[src/rtl/digit_scan_sequencer_pkg.sv]
// Shared types and width helpers for the digit scan sequencer.
// Scan state enum plus address and counter width functions.
package digit_scan_sequencer_pkg;

  typedef enum logic {
    BLANK = 1'b0,
    SHOW  = 1'b1
  } scan_state_t;

  function automatic int addr_w(input int n);
    return (n > 1) ? $clog2(n) : 1;
  endfunction

  function automatic int cnt_w(input int prescale, input int blank);
    int m;
    m = (prescale > blank) ? prescale : blank;
    return (m > 1) ? $clog2(m) : 1;
  endfunction

endpackage

[src/rtl/digit_scan_sequencer_timebase.sv]
// Scan timebase: BLANK/SHOW dwell counter and MSD-first digit index.
// Exposes strobes for SHOW entry, last SHOW cycle and frame wrap.
module scan_timebase
  import digit_scan_sequencer_pkg::*;
#(
  parameter int NUM_DIGITS   = 4,
  parameter int PRESCALE     = 1000,
  parameter int BLANK_CYCLES = 2,
  parameter int AW           = addr_w(NUM_DIGITS)
) (
  input  logic          clk,
  input  logic          rst,
  input  logic          en,
  output scan_state_t   state,
  output logic [AW-1:0] idx,
  output logic          to_show,
  output logic          last_show,
  output logic          wrap
);

  localparam int CW = cnt_w(PRESCALE, BLANK_CYCLES);

  logic [CW-1:0] cnt;
  logic [CW-1:0] cnt_d;
  logic [AW-1:0] idx_d;
  scan_state_t   state_d;

  assign to_show   = en && (state == BLANK) &&
                     (cnt == CW'(BLANK_CYCLES - 1));
  assign last_show = en && (state == SHOW) &&
                     (cnt == CW'(PRESCALE - 1));
  assign wrap      = last_show && (idx == '0);

  // State, dwell counter and digit index registers
  always_ff @(posedge clk or posedge rst) begin
    if (rst) begin
      state <= BLANK;
      idx   <= AW'(NUM_DIGITS - 1);
      cnt   <= '0;
    end else begin
      state <= state_d;
      idx   <= idx_d;
      cnt   <= cnt_d;
    end
  end

  // Next state: en low parks in BLANK with the index held
  always_comb begin
    state_d = state;
    idx_d   = idx;
    cnt_d   = cnt + CW'(1);
    unique case (1'b1)
      !en: begin
        state_d = BLANK;
        cnt_d   = '0;
      end
      to_show: begin
        state_d = SHOW;
        cnt_d   = '0;
      end
      last_show: begin
        state_d = BLANK;
        cnt_d   = '0;
        idx_d   = wrap ? AW'(NUM_DIGITS - 1)
                       : idx - AW'(1);
      end
      default: ;
    endcase
  end

endmodule

[src/rtl/digit_scan_sequencer.sv]
// Scanned-display feeder: double-buffered code words, one decoder,
// ripple-blank chained across scan slots for leading-zero blanking.
module digit_scan_sequencer
  import digit_scan_sequencer_pkg::*;
#(
  parameter int NUM_DIGITS   = 4,
  parameter int CODE_W       = 8,
  parameter int PRESCALE     = 1000,
  parameter int BLANK_CYCLES = 2,
  localparam int AW          = addr_w(NUM_DIGITS)
) (
  input  logic                  clk,
  input  logic                  rst,
  input  logic                  en,
  input  logic                  lz_en,
  input  logic                  wr_valid,
  output logic                  wr_ready,
  input  logic [AW-1:0]         wr_addr,
  input  logic [CODE_W-1:0]     wr_data,
  input  logic                  wr_commit,
  output logic                  commit_pend,
  input  logic                  rbo_in,
  output logic [CODE_W-1:0]     code_out,
  output logic                  rbi_out,
  output logic                  bi_out,
  output logic [NUM_DIGITS-1:0] dig_sel,
  output logic                  frame_start
);

  scan_state_t   state;
  logic [AW-1:0] idx;
  logic          to_show;
  logic          last_show;
  logic          wrap;

  logic [CODE_W-1:0] active   [NUM_DIGITS];
  logic [CODE_W-1:0] shadow   [NUM_DIGITS];
  logic [CODE_W-1:0] shadow_d [NUM_DIGITS];

  logic wr_fire;
  logic commit_fire;
  logic rbo_q;

  scan_timebase #(
    .NUM_DIGITS  (NUM_DIGITS),
    .PRESCALE    (PRESCALE),
    .BLANK_CYCLES(BLANK_CYCLES),
    .AW          (AW)
  ) u_timebase (
    .clk      (clk),
    .rst      (rst),
    .en       (en),
    .state    (state),
    .idx      (idx),
    .to_show  (to_show),
    .last_show(last_show),
    .wrap     (wrap)
  );

  assign wr_ready    = !commit_pend;
  assign wr_fire     = wr_valid && wr_ready &&
                       (int'(wr_addr) < NUM_DIGITS);
  assign commit_fire = wr_commit && wr_ready;

  assign dig_sel = (state == SHOW) ? (NUM_DIGITS'(1) << idx) : '0;
  assign bi_out  = (state == BLANK);

  // Shadow after this cycle's write, so a same-cycle commit includes it
  always_comb begin
    shadow_d = shadow;
    if (wr_fire) shadow_d[wr_addr] = wr_data;
  end

  // Buffers and commit: copy only at frame wrap, or at once when idle
  always_ff @(posedge clk or posedge rst) begin
    if (rst) begin
      for (int i = 0; i < NUM_DIGITS; i++) begin
        active[i] <= '0;
        shadow[i] <= '0;
      end
      commit_pend <= 1'b0;
    end else begin
      shadow <= shadow_d;
      if (commit_fire && !en) begin
        active <= shadow_d;
      end else if (commit_pend && (wrap || !en)) begin
        active      <= shadow;
        commit_pend <= 1'b0;
      end else if (commit_fire) begin
        commit_pend <= 1'b1;
      end
    end
  end

  // Decoder drive: code/rbi launch on SHOW entry, rbi drops on exit
  always_ff @(posedge clk or posedge rst) begin
    if (rst) begin
      code_out    <= '0;
      rbi_out     <= 1'b0;
      rbo_q       <= 1'b0;
      frame_start <= 1'b0;
    end else begin
      frame_start <= wrap;
      if (last_show) rbo_q <= rbo_in;
      unique case (1'b1)
        (!en || last_show): rbi_out <= 1'b0;
        to_show: begin
          code_out <= active[idx];
          if (idx == AW'(NUM_DIGITS - 1))
            rbi_out <= lz_en;
          else if (idx == '0)
            rbi_out <= 1'b0;
          else
            rbi_out <= rbo_q;
        end
        default: ;
      endcase
    end
  end

endmodule

[config.mk]
export PLATFORM = sky130hd
export DESIGN_NAME = digit_scan_sequencer
export DESIGN_NICKNAME = d
export VERILOG_FILES = /design/src/rtl/digit_scan_sequencer_pkg.sv /design/src/rtl/digit_scan_sequencer_timebase.sv /design/src/rtl/digit_scan_sequencer.sv
export SDC_FILE = /design/constraint.sdc
export NUM_CORES = 1
export LEC_CHECK = 0
export ABC_AREA = 1
export CAP_MARGIN = 0
export CORE_MARGIN = 2
export CORE_UTILIZATION = 29
export CTS_CLUSTER_SIZE = 12
export DETAILED_ROUTE_END_ITERATION = 10
export PLACE_DENSITY_LB_ADDON = 0.3
export SETUP_SLACK_MARGIN = 0.4
export SYNTH_ARGS = -nofsm -noshare
export SYNTH_HDL_FRONTEND = slang
export SYNTH_SLANG_ARGS = --single-unit
export TNS_END_PERCENT = 5
[constraint.sdc]
create_clock -name clk -period 6.7 [get_ports clk]
set_clock_uncertainty 0.2 [all_clocks]
set_input_delay 1.34 -clock clk [delete_from_list [all_inputs] [get_ports clk]]
set_output_delay 1.34 -clock clk [all_outputs]
set_load 0.1 [all_outputs]
==> flow_metrics.env <==
export IMPL_status="complete, no violations"
export IMPL_drive_above_1_share_pct=4.36
export IMPL_clk_latency_ns=0.34
export IMPL_fp_dieW_um=126
export IMPL_power_leakage_nw=2.53
export IMPL_setup_slack_ns=2.12
export IMPL_core_sq_um=14500
export IMPL_cp_max_fo=20
export IMPL_min_path_type="reg2reg"
export IMPL_rows=44
export IMPL_antenna_found_initial=0
export IMPL_ant_nets=0
export IMPL_total_power_mw=1.75
export IMPL_period_share_pct=68.4
export IMPL_syn_to_final_growth_pct=17.3
export IMPL_layout_commonest_cell="nand2_1"
export IMPL_syn_nets=593
export IMPL_setup_worst_path_end_class="output port"
export IMPL_worstMarginPinSlew_ns=1.06
export IMPL_grt_pass1_wl_um=18100
export IMPL_hold_ws_ns=0.291
export IMPL_synth_cell_type_count=25
export IMPL_grt_pass1_vias=3529
export IMPL_root_buffer="clkbuf_16"
export IMPL_drt_wl_total_um=10600
export IMPL_final_cell_mix="nand2_1, dfrtp_1, inv_1, o21ai_0, nor2_1"
export IMPL_layout_nets=616
export IMPL_dp_slack_ns=2.46
export IMPL_fillerInstances=1564
export IMPL_globalRouteTotalUtil_pct=14.0
export IMPL_max_cap_viol_count=0
export IMPL_portBuffers=33
export IMPL_yosysTopAreaCellShare_pct=50.4
export IMPL_grt_max_degree=73
export IMPL_finalSetupTns_ns=0
export IMPL_fin_crit_ns=4.58
export IMPL_dieArea_sq_um=15900
export IMPL_initial_utilization_pct=29.7
export IMPL_path_clk_slew_ns=0.06
export IMPL_synth_avg_cell_area_sq_um=7.58
export IMPL_drt_iter0_drc=351
export IMPL_irDropWorstVdd_uv=260
export IMPL_cts_made_buffers=9
export IMPL_required_ns=5.16
export IMPL_gp_congestion=0.797
export IMPL_gr_total_overflow=0
export IMPL_maxSlewViolCount=0
export IMPL_ctsResizeCount=0
export IMPL_viasPerCell=4.68
export IMPL_ys_warn_count=0
export IMPL_clock_path_buffers=2
export IMPL_synth_area_sq_um=4320
export IMPL_num_vias=3652
export IMPL_power_density_nw_per_um2=346
export IMPL_wl_per_cell_um=13.6
export IMPL_rsz0062_at_grt="no"
export IMPL_synth_area_leaders="dfrtp_1, nand2_1, o21ai_0, inv_1, nand3_1"
export IMPL_cp_arrival_ns=3.04
export IMPL_setup_viol=0
export IMPL_hold_viol_final=0
export IMPL_dpl_hpwl_um=7280
export IMPL_cts_hold_buffers=0
export IMPL_synth_sequential_area_ratio_pct=51.6
export IMPL_yosys_area_top_type="dfrtp_1"
export IMPL_syn_inst=570
export IMPL_firstDrtPassIters=5
export IMPL_slew_headroom_pct=29.1
export IMPL_fmaxAchievable_mhz=218
export IMPL_ys_seq_elements=89
export IMPL_start_kind="flip-flop"
export IMPL_cts_tree="yes"
export IMPL_path_class="reg2out"
export IMPL_cts_max_level=3
export IMPL_post_cts_buffers=0
export IMPL_clock_sinks=89
export IMPL_diodes=0
export IMPL_dieHeight_um=126
export IMPL_io_pins=34
export IMPL_drt_drc_violations_left=0
==> report_power, final <==
group / internal [mW] / switching, mW / leakage, nW
Clock: 0.252 / 0.214 / 0.125
Sequential: 0.664 / 0.0769 / 1.10
Combinational: 0.154 / 0.394 / 1.30
Total: 1.07 / 0.684 / 2.53
==> layer usage <==
| layer | GRT usage [%] | part of all wire [%] |
|---|---|---|
| met1 | 20.0 | 49 |
| met2 | 21.0 | 45 |
| met3 | 3.36 | 4.3 |
| met4 | 4.59 | 1.6 |
| met5 | 0 | 0 |
==> kinds of logic after synthesis <==
logic type               count (synthesis)  synth area share, %
XOR/XNOR                                 2                0.405
AND/OR/NAND/NOR                        305                 28.5
adder cells (fa/ha/maj)                  6                 1.74
AO/OA/AOI/OAI                           83                 9.99
flip-flops                              89                 51.6
buffers and inverters                   85                 7.76
==> cells in the mapped netlist (all sizes together) <==
cell type  instances
a21oi              9
xor2               2
o21ai             63
clkinv             1
nor4               1
nand2            205
dfstp              2
nand4              5
clkbuf            14
nor2              49
o22ai              9
nor3               6
inv               60
ha                 6
dfrtp             87
o211ai             1
buf               10
o21a               1
nand3             39
==> path summary, 6_finish.rpt <==
| path | slack [ns] | startpoint | cells past startpoint | end |
|---|---|---|---|---|
| min | 0.29 | rbi_out$_DFFE_PP0P_ | 2 | rbi_out$_DFFE_PP0P_ |
| max in group asynchronous | 3.96 | rst | 3 | active[27]$_DFFE_PP0P_ |
| min reg2reg | 0.29 | rbi_out$_DFFE_PP0P_ | 2 | rbi_out$_DFFE_PP0P_ |
| min in group asynchronous | 1.33 | rst | 2 | commit_pend$_DFFE_PP0P_ |
| max | 2.12 | u_timebase.idx[0]$_DFFE_PP1P_ | 5 | dig_sel[0] |
| max reg2reg | 3.04 | u_timebase.idx[0]$_DFFE_PP1P_ | 9 | active[2]$_DFFE_PP0P_ |
==> registers in the layout, summed over array words and instances (netlist names) <==
signal	cells
u_timebase.idx	2
u_timebase.cnt	10
frame_start	1
active	32
commit_pend	1
rbo_q	1
rbi_out	1
code_out	8
u_timebase.state	1
shadow	32
==> final cells by class <==
type                    count  area (sq um)  area share (%)
flip-flops and latches     89          2230            44.0
multi-input cells         396          1760            34.6
repair buffers             36           353            6.96
inverters                  61           230            4.54
well taps                 184           230            4.54
clock buffers              10           229            4.52
clock inverters             5          41.3           0.814
==> stage by stage <==
stage | utilization [%] | std cells | cell area, sq um
floorplan | - | 570 | 4320
global placement | 33.0 | 766 | 4800
detailed placement | 33.0 | 766 | 4800
CTS | 34.9 | 781 | 5070
global route | 34.9 | 781 | 5070
finish | 34.9 | 781 | 5070
==> worst max-delay path, cell delays in order (launching register included) <==
cell and delay [ns]:
dfstp_2 0.72, clkinv_1 0.47, ha_1 0.43, nand2_1 0.08, inv_1 0.04, clkdlybuf4s50_1 0.96
Note: power is estimated with default switching activity, not from simulation.
